===== config.mk =====
export PLATFORM = sky130hd
export DESIGN_NAME = seg_scan_display
export DESIGN_NICKNAME = d
export VERILOG_FILES = /design/src/rtl/seg_scan_display.sv
export SDC_FILE = /design/constraint.sdc
export NUM_CORES = 1
export LEC_CHECK = 0
export ABC_AREA = 1
export CORE_ASPECT_RATIO = 1.4
export CORE_UTILIZATION = 51
export CTS_CLUSTER_DIAMETER = 60
export DETAILED_ROUTE_END_ITERATION = 10
export PLACE_DENSITY = 0.76
export SLEW_MARGIN = 20
export SYNTH_ARGS = -nofsm -noshare
export SYNTH_HDL_FRONTEND = slang
export SYNTH_SLANG_ARGS = --single-unit

===== constraint.sdc =====
create_clock -name clk -period 2.1 [get_ports clk]
set_clock_uncertainty 0.2 [all_clocks]
set_input_delay 0.21 -clock clk [delete_from_list [all_inputs] [get_ports clk]]
set_output_delay 0.21 -clock clk [all_outputs]
set_load 0.03 [all_outputs]

===== src/rtl/seg_scan_display.sv =====
// seg_scan_display: time-multiplexed seven-segment scanner. Writes land in a shadow register that is copied to the display on each frame wrap.
// Optional build macro SEG_SCAN_DEADTIME_EN blanks the first DEADTIME cycles of every digit slot.
module seg_scan_display #(
  parameter int DIGITS         = 4,
  parameter int CLK_DIV        = 50000,
  parameter bit SEG_ACTIVE_LOW = 1'b1,
  parameter bit DIG_ACTIVE_LOW = 1'b1,
  parameter int DEADTIME       = 16
) (
  input  logic                  clk,
  input  logic                  res,
  input  logic                  enable,
  input  logic                  wr_en,
  input  logic [4*DIGITS-1:0]   wr_data,
  input  logic [DIGITS-1:0]     wr_dp,
  output logic [DIGITS-1:0]     dig,
  output logic [7:0]            seg,
  output logic                  frame_tick
);

  localparam int CNT_W = $clog2(CLK_DIV);
  localparam int IDX_W = (DIGITS > 1) ? $clog2(DIGITS) : 1;
  localparam logic [CNT_W-1:0] CNT_LAST = CNT_W'(CLK_DIV - 1);
  localparam logic [IDX_W-1:0] IDX_LAST = IDX_W'(DIGITS - 1);

  if (DIGITS < 1 || DIGITS > 8) begin : g_bad_digits
    $error("seg_scan_display: DIGITS must be 1..8");
  end
  if (CLK_DIV < 2 || CLK_DIV > (1 << 20)) begin : g_bad_div
    $error("seg_scan_display: CLK_DIV must be 2..2^20");
  end
  if (DEADTIME >= CLK_DIV) begin : g_bad_deadtime
    $error("seg_scan_display: DEADTIME must be less than CLK_DIV");
  end

  logic [CNT_W-1:0]    cnt;
  logic [IDX_W-1:0]    idx;
  logic [4*DIGITS-1:0] shadow;
  logic [4*DIGITS-1:0] display;
  logic [DIGITS-1:0]   dp_shadow;
  logic [DIGITS-1:0]   dp;
  logic [DIGITS-1:0]   dig_on;
  logic [7:0]          seg_on;
  logic                slot_end;
  logic                frame_wrap;
  logic                blank;
  logic [3:0]          cur_nib;
  logic                cur_dp;

  assign slot_end   = enable && (cnt == CNT_LAST);
  assign frame_wrap = slot_end && (idx == IDX_LAST);

  // NOTE: every register below uses non-blocking assignment so all of them
  // sample the pre-edge values; display <= shadow on a colliding write relies on it.
  always_ff @(posedge clk or posedge res) begin
    if (res) begin
      shadow    <= '0;
      dp_shadow <= '0;
    end else if (wr_en) begin
      shadow    <= wr_data;
      dp_shadow <= wr_dp;
    end
  end

  // Prescaler and digit index; disabling parks both at zero so a restart begins at digit 0.
  always_ff @(posedge clk or posedge res) begin
    if (res) begin
      cnt <= '0;
      idx <= '0;
    end else if (!enable) begin
      cnt <= '0;
      idx <= '0;
    end else if (slot_end) begin
      cnt <= '0;
      idx <= (idx == IDX_LAST) ? '0 : idx + 1'b1;
    end else begin
      cnt <= cnt + 1'b1;
    end
  end

  // NOTE: display/dp are small flop banks, not RAM, so they take the async
  // reset and the screen is defined as all zeros until the first frame load.
  always_ff @(posedge clk or posedge res) begin
    if (res) begin
      display    <= '0;
      dp         <= '0;
      frame_tick <= 1'b0;
    end else begin
      frame_tick <= frame_wrap;
      if (frame_wrap) begin
        display <= shadow;
        dp      <= dp_shadow;
      end
    end
  end

  // NOTE: defaults first so no path through this block infers a latch.
  always_comb begin
    cur_nib = '0;
    cur_dp  = 1'b0;
    for (int i = 0; i < DIGITS; i++) begin
      if (idx == IDX_W'(i)) begin
        cur_nib = display[4*i +: 4];
        cur_dp  = dp[i];
      end
    end
  end

`ifdef SEG_SCAN_DEADTIME_EN
  assign blank = (cnt < CNT_W'(DEADTIME));
`else
  assign blank = 1'b0;
`endif

  function automatic logic [6:0] seg_decode(input logic [3:0] nib);
    logic [6:0] pat;
    case (nib)
      4'h0:    pat = 7'h3F;
      4'h1:    pat = 7'h06;
      4'h2:    pat = 7'h5B;
      4'h3:    pat = 7'h4F;
      4'h4:    pat = 7'h66;
      4'h5:    pat = 7'h6D;
      4'h6:    pat = 7'h7D;
      4'h7:    pat = 7'h07;
      4'h8:    pat = 7'h7F;
      4'h9:    pat = 7'h6F;
      4'hA:    pat = 7'h77;
      4'hB:    pat = 7'h7C;
      4'hC:    pat = 7'h39;
      4'hD:    pat = 7'h5E;
      4'hE:    pat = 7'h79;
      default: pat = 7'h71;
    endcase
    return pat;
  endfunction

  // Pin drivers are registered in active-high form; polarity is folded in at the port.
  always_ff @(posedge clk or posedge res) begin
    if (res) begin
      dig_on <= '0;
      seg_on <= '0;
    end else if (!enable || blank) begin
      dig_on <= '0;
      seg_on <= '0;
    end else begin
      dig_on <= DIGITS'(1) << idx;
      seg_on <= {cur_dp, seg_decode(cur_nib)};
    end
  end

  assign dig = dig_on ^ {DIGITS{DIG_ACTIVE_LOW}};
  assign seg = seg_on ^ {8{SEG_ACTIVE_LOW}};

endmodule


==> results.txt <==
First-pass GRT wire length: 11.8 mm
Pin count of the biggest net entering global routing: 42
Die ar.: 7240 sq um
Number of global-route vias before repair: 2710
Area share of the largest cell type after synthesis: 0.505
Peak VDD IR: 0.470 mV
Cells after synthesis: 420
Most common cell after layout, fill and taps aside: nand2_1
P per Cell Area: 735 nW/um^2
Core ar.: 6610 sq um
Diode count: 0
Clock power share: 0.315
Dpl hpwl: 4.79 mm
Post-DR wirelength/cell: 12.3 microns
Tot GR Track Use: 0.211
Mapped Avg Cell Area: 8.37 sq um
Fmax: 477 MHz
RSZ-0062 raised after global routing: yes
Status: complete, no violations
Setup TNS: 0 ps
Leak: 2.07 nW
1st-iter DRT viols: 120
Setup violations, final: 0
Die W: 72.2 microns
Worst skew pair latency: 350 ps
Yosys cell types: 29
Worst Path Max Fanout: 6
Syn-to-layout area delta: 25.1%
WP data required: 2140 ps
Dpl ws: -29.3 ps
Slew margin rel.: 0.675
Sequential fraction of the synthesis area: 0.505
Int Power: 0.00229 W
Combinational power share: 0.226
Starting Density: 0.532
FP Rows: 35
Final Net Count: 506
RePlAce Congestion: 0.927
Final period utilization: 0.998
Least-Margin Pin Slew: 487 ps
Fin worst setup slack: 3.90 ps
Vias per inst: 4.95
Switching share of power: 0.293
Most used flip-flop cell after synthesis: dfrtp_1
Total clock sinks: 71
Ratio of cells with drive above 1 in the final layout: 0.183
Async SR Flop Fraction: 1.00
Area occupied by multi-input gates: 1540 sq um
Fillcell total: 523
Final Critical Period: 2100 ps
Syn nets: 455
Clk root buf: clkbuf_8
Pre-antenna DRT Iters: 5
Total area of sequential cells: 1780 sq um
Max cap viols: 0
Vias: 2809
Largest cells by area after synthesis: dfrtp_1 51%, nand2_1 11%, inv_1 6.8%, nor2_1 5.0%, o21ai_2 5.0%
Slew Limit Fails: 0
Final wirelength: 6.97 mm
Startpoint types: flip-flop
Clock Path Buffers: 2
Die H: 100 microns
Arrival time at the worst endpoint: 2130 ps
I/O pin cnt: 37
Residual DRC: 0
Sequential Power Share: 0.459
Crit. End Element: flip-flop
Area leader, netlist: dfrtp_1
Yosys Warn Count: 0
Clock-pin slew on the worst setup and hold paths: 70 ps
Buffers on Ports: 36
Grt ovf: 0
Commonest non-fill, non-tap cells in the layout: 100 x nand2_1, 69 x dfrtp_1, 58 x inv_1
Mapped cell area: 3520 sq um
Psw: 0.000949 W
Min-Delay Path Class: in -> async
Initial antenna violation count: 0
CTS buffer count: 9
Setup CP Type: reg -> reg
#FFs+latches synth: 71
Fin Hold WS: 42.0 ps
H-tree depth: 3
DRT antenna net count: 0
Post-synth EDFFs: 0
CTS tree: built
Final Hold Viols: 0
[cell usage after synthesis, types with 5 or more instances]
cell / instances
inv_1: 64
xor2_1: 5
o21ai_2: 20
nand2_1: 103
a21oi_1: 6
ha_1: 11
dfrtp_1: 71
nand3_1: 26
nor3_1: 12
o21ai_0: 22
nor2_1: 47
[cells by family (layout without fill, tap and decap cells)]
kind of cell / count (synthesis) / in the layout / synth area share
and+or+nand+nor: 203 / 203 / 0.254
AOI/OAI and AO/OA: 51 / 51 / 0.0953
xor gates and xnor gates: 5 / 5 / 0.0125
DFF: 71 / 71 / 0.505
buffers and inverters: 79 / 134 / 0.0936
adders and majority gates: 11 / 11 / 0.0391
[power by group through the flow]
stage                     combinational, W  clock [W]  sequential, W
after global routing              0.000807    0.00110        0.00149
after global placement            0.000595          0        0.00150
final                             0.000733    0.00102        0.00148
after detailed placement          0.000609          0        0.00150
after floorplan                   0.000389          0        0.00149
after CTS                         0.000621    0.00104        0.00148
[critical path: stages, from the launching register on]
cell and delay (ps):
dfrtp_2 450, inv_4 70, ha_4 190, inv_4 80, nand3_2 60, nand2_1 60, nand2_1 70, nand2_2 90
inv_2 80, ha_4 260, nand3_2 80, nor2_1 110, nor2_1 60, nand2_1 80, inv_1 40
[through the flow]
stage                     instances  utilization  instance area (sq um)  power, W
after floorplan                 420            -                   3520   0.00188
final                           567        0.665                   4400   0.00324
after CTS                       563        0.640                   4230   0.00313
after global placement          548        0.611                   4040   0.00209
after global routing            567        0.665                   4400   0.00340
after detailed placement        548        0.611                   4040   0.00211
[flip-flops by register name (all words and copies together), names as in the netlist]
signal,cells
display,16
dp,4
seg_on,8
frame_tick,1
cnt,16
dp_shadow,4
shadow,16
idx,2
dig_on,4
[path summary, 6_finish.rpt]
path	from	to	slack, ps	cells past startpoint
min	res	shadow[5]$_DFFE_PP0P_	40	2
min reg2reg	cnt[0]$_DFF_PP0_	cnt[0]$_DFF_PP0_	260	1
max in group asynchronous	res	idx[1]$_DFFE_PP0P_	1180	3
max reg2reg	idx[1]$_DFFE_PP0P_	seg_on[1]$_DFF_PP0_	4	14
max	idx[1]$_DFFE_PP0P_	seg_on[1]$_DFF_PP0_	4	14
min in group clk	wr_dp[0]	dp_shadow[0]$_DFFE_PP0P_	210	3
[metal layers]
layer / GRT usage / routed length (microns)
met5: 0 / 0
met3: 0.0432 / 268
met4: 0.143 / 251
met2: 0.357 / 3770
met1: 0.237 / 2680
[timing repair]
item / CTS / global route
hold buffers: 0 / 0
endpoints found under the setup margin: 6 / 7
pin swaps: 0 / 9
resized for setup: 4 / 34
buffers inserted: 0 / 4
[area by class of cell]
type,count,share of cell area
Clock buffer,11,0.0299
Sequential cell,71,0.404
Inverter,68,0.0611
Timing Repair Buffer,51,0.119
Tap cell,92,0.0262
Clock inverter,4,0.0108
Multi-Input combinational cell,270,0.349
No activity file was read; power rests on OpenSTA's default activity.
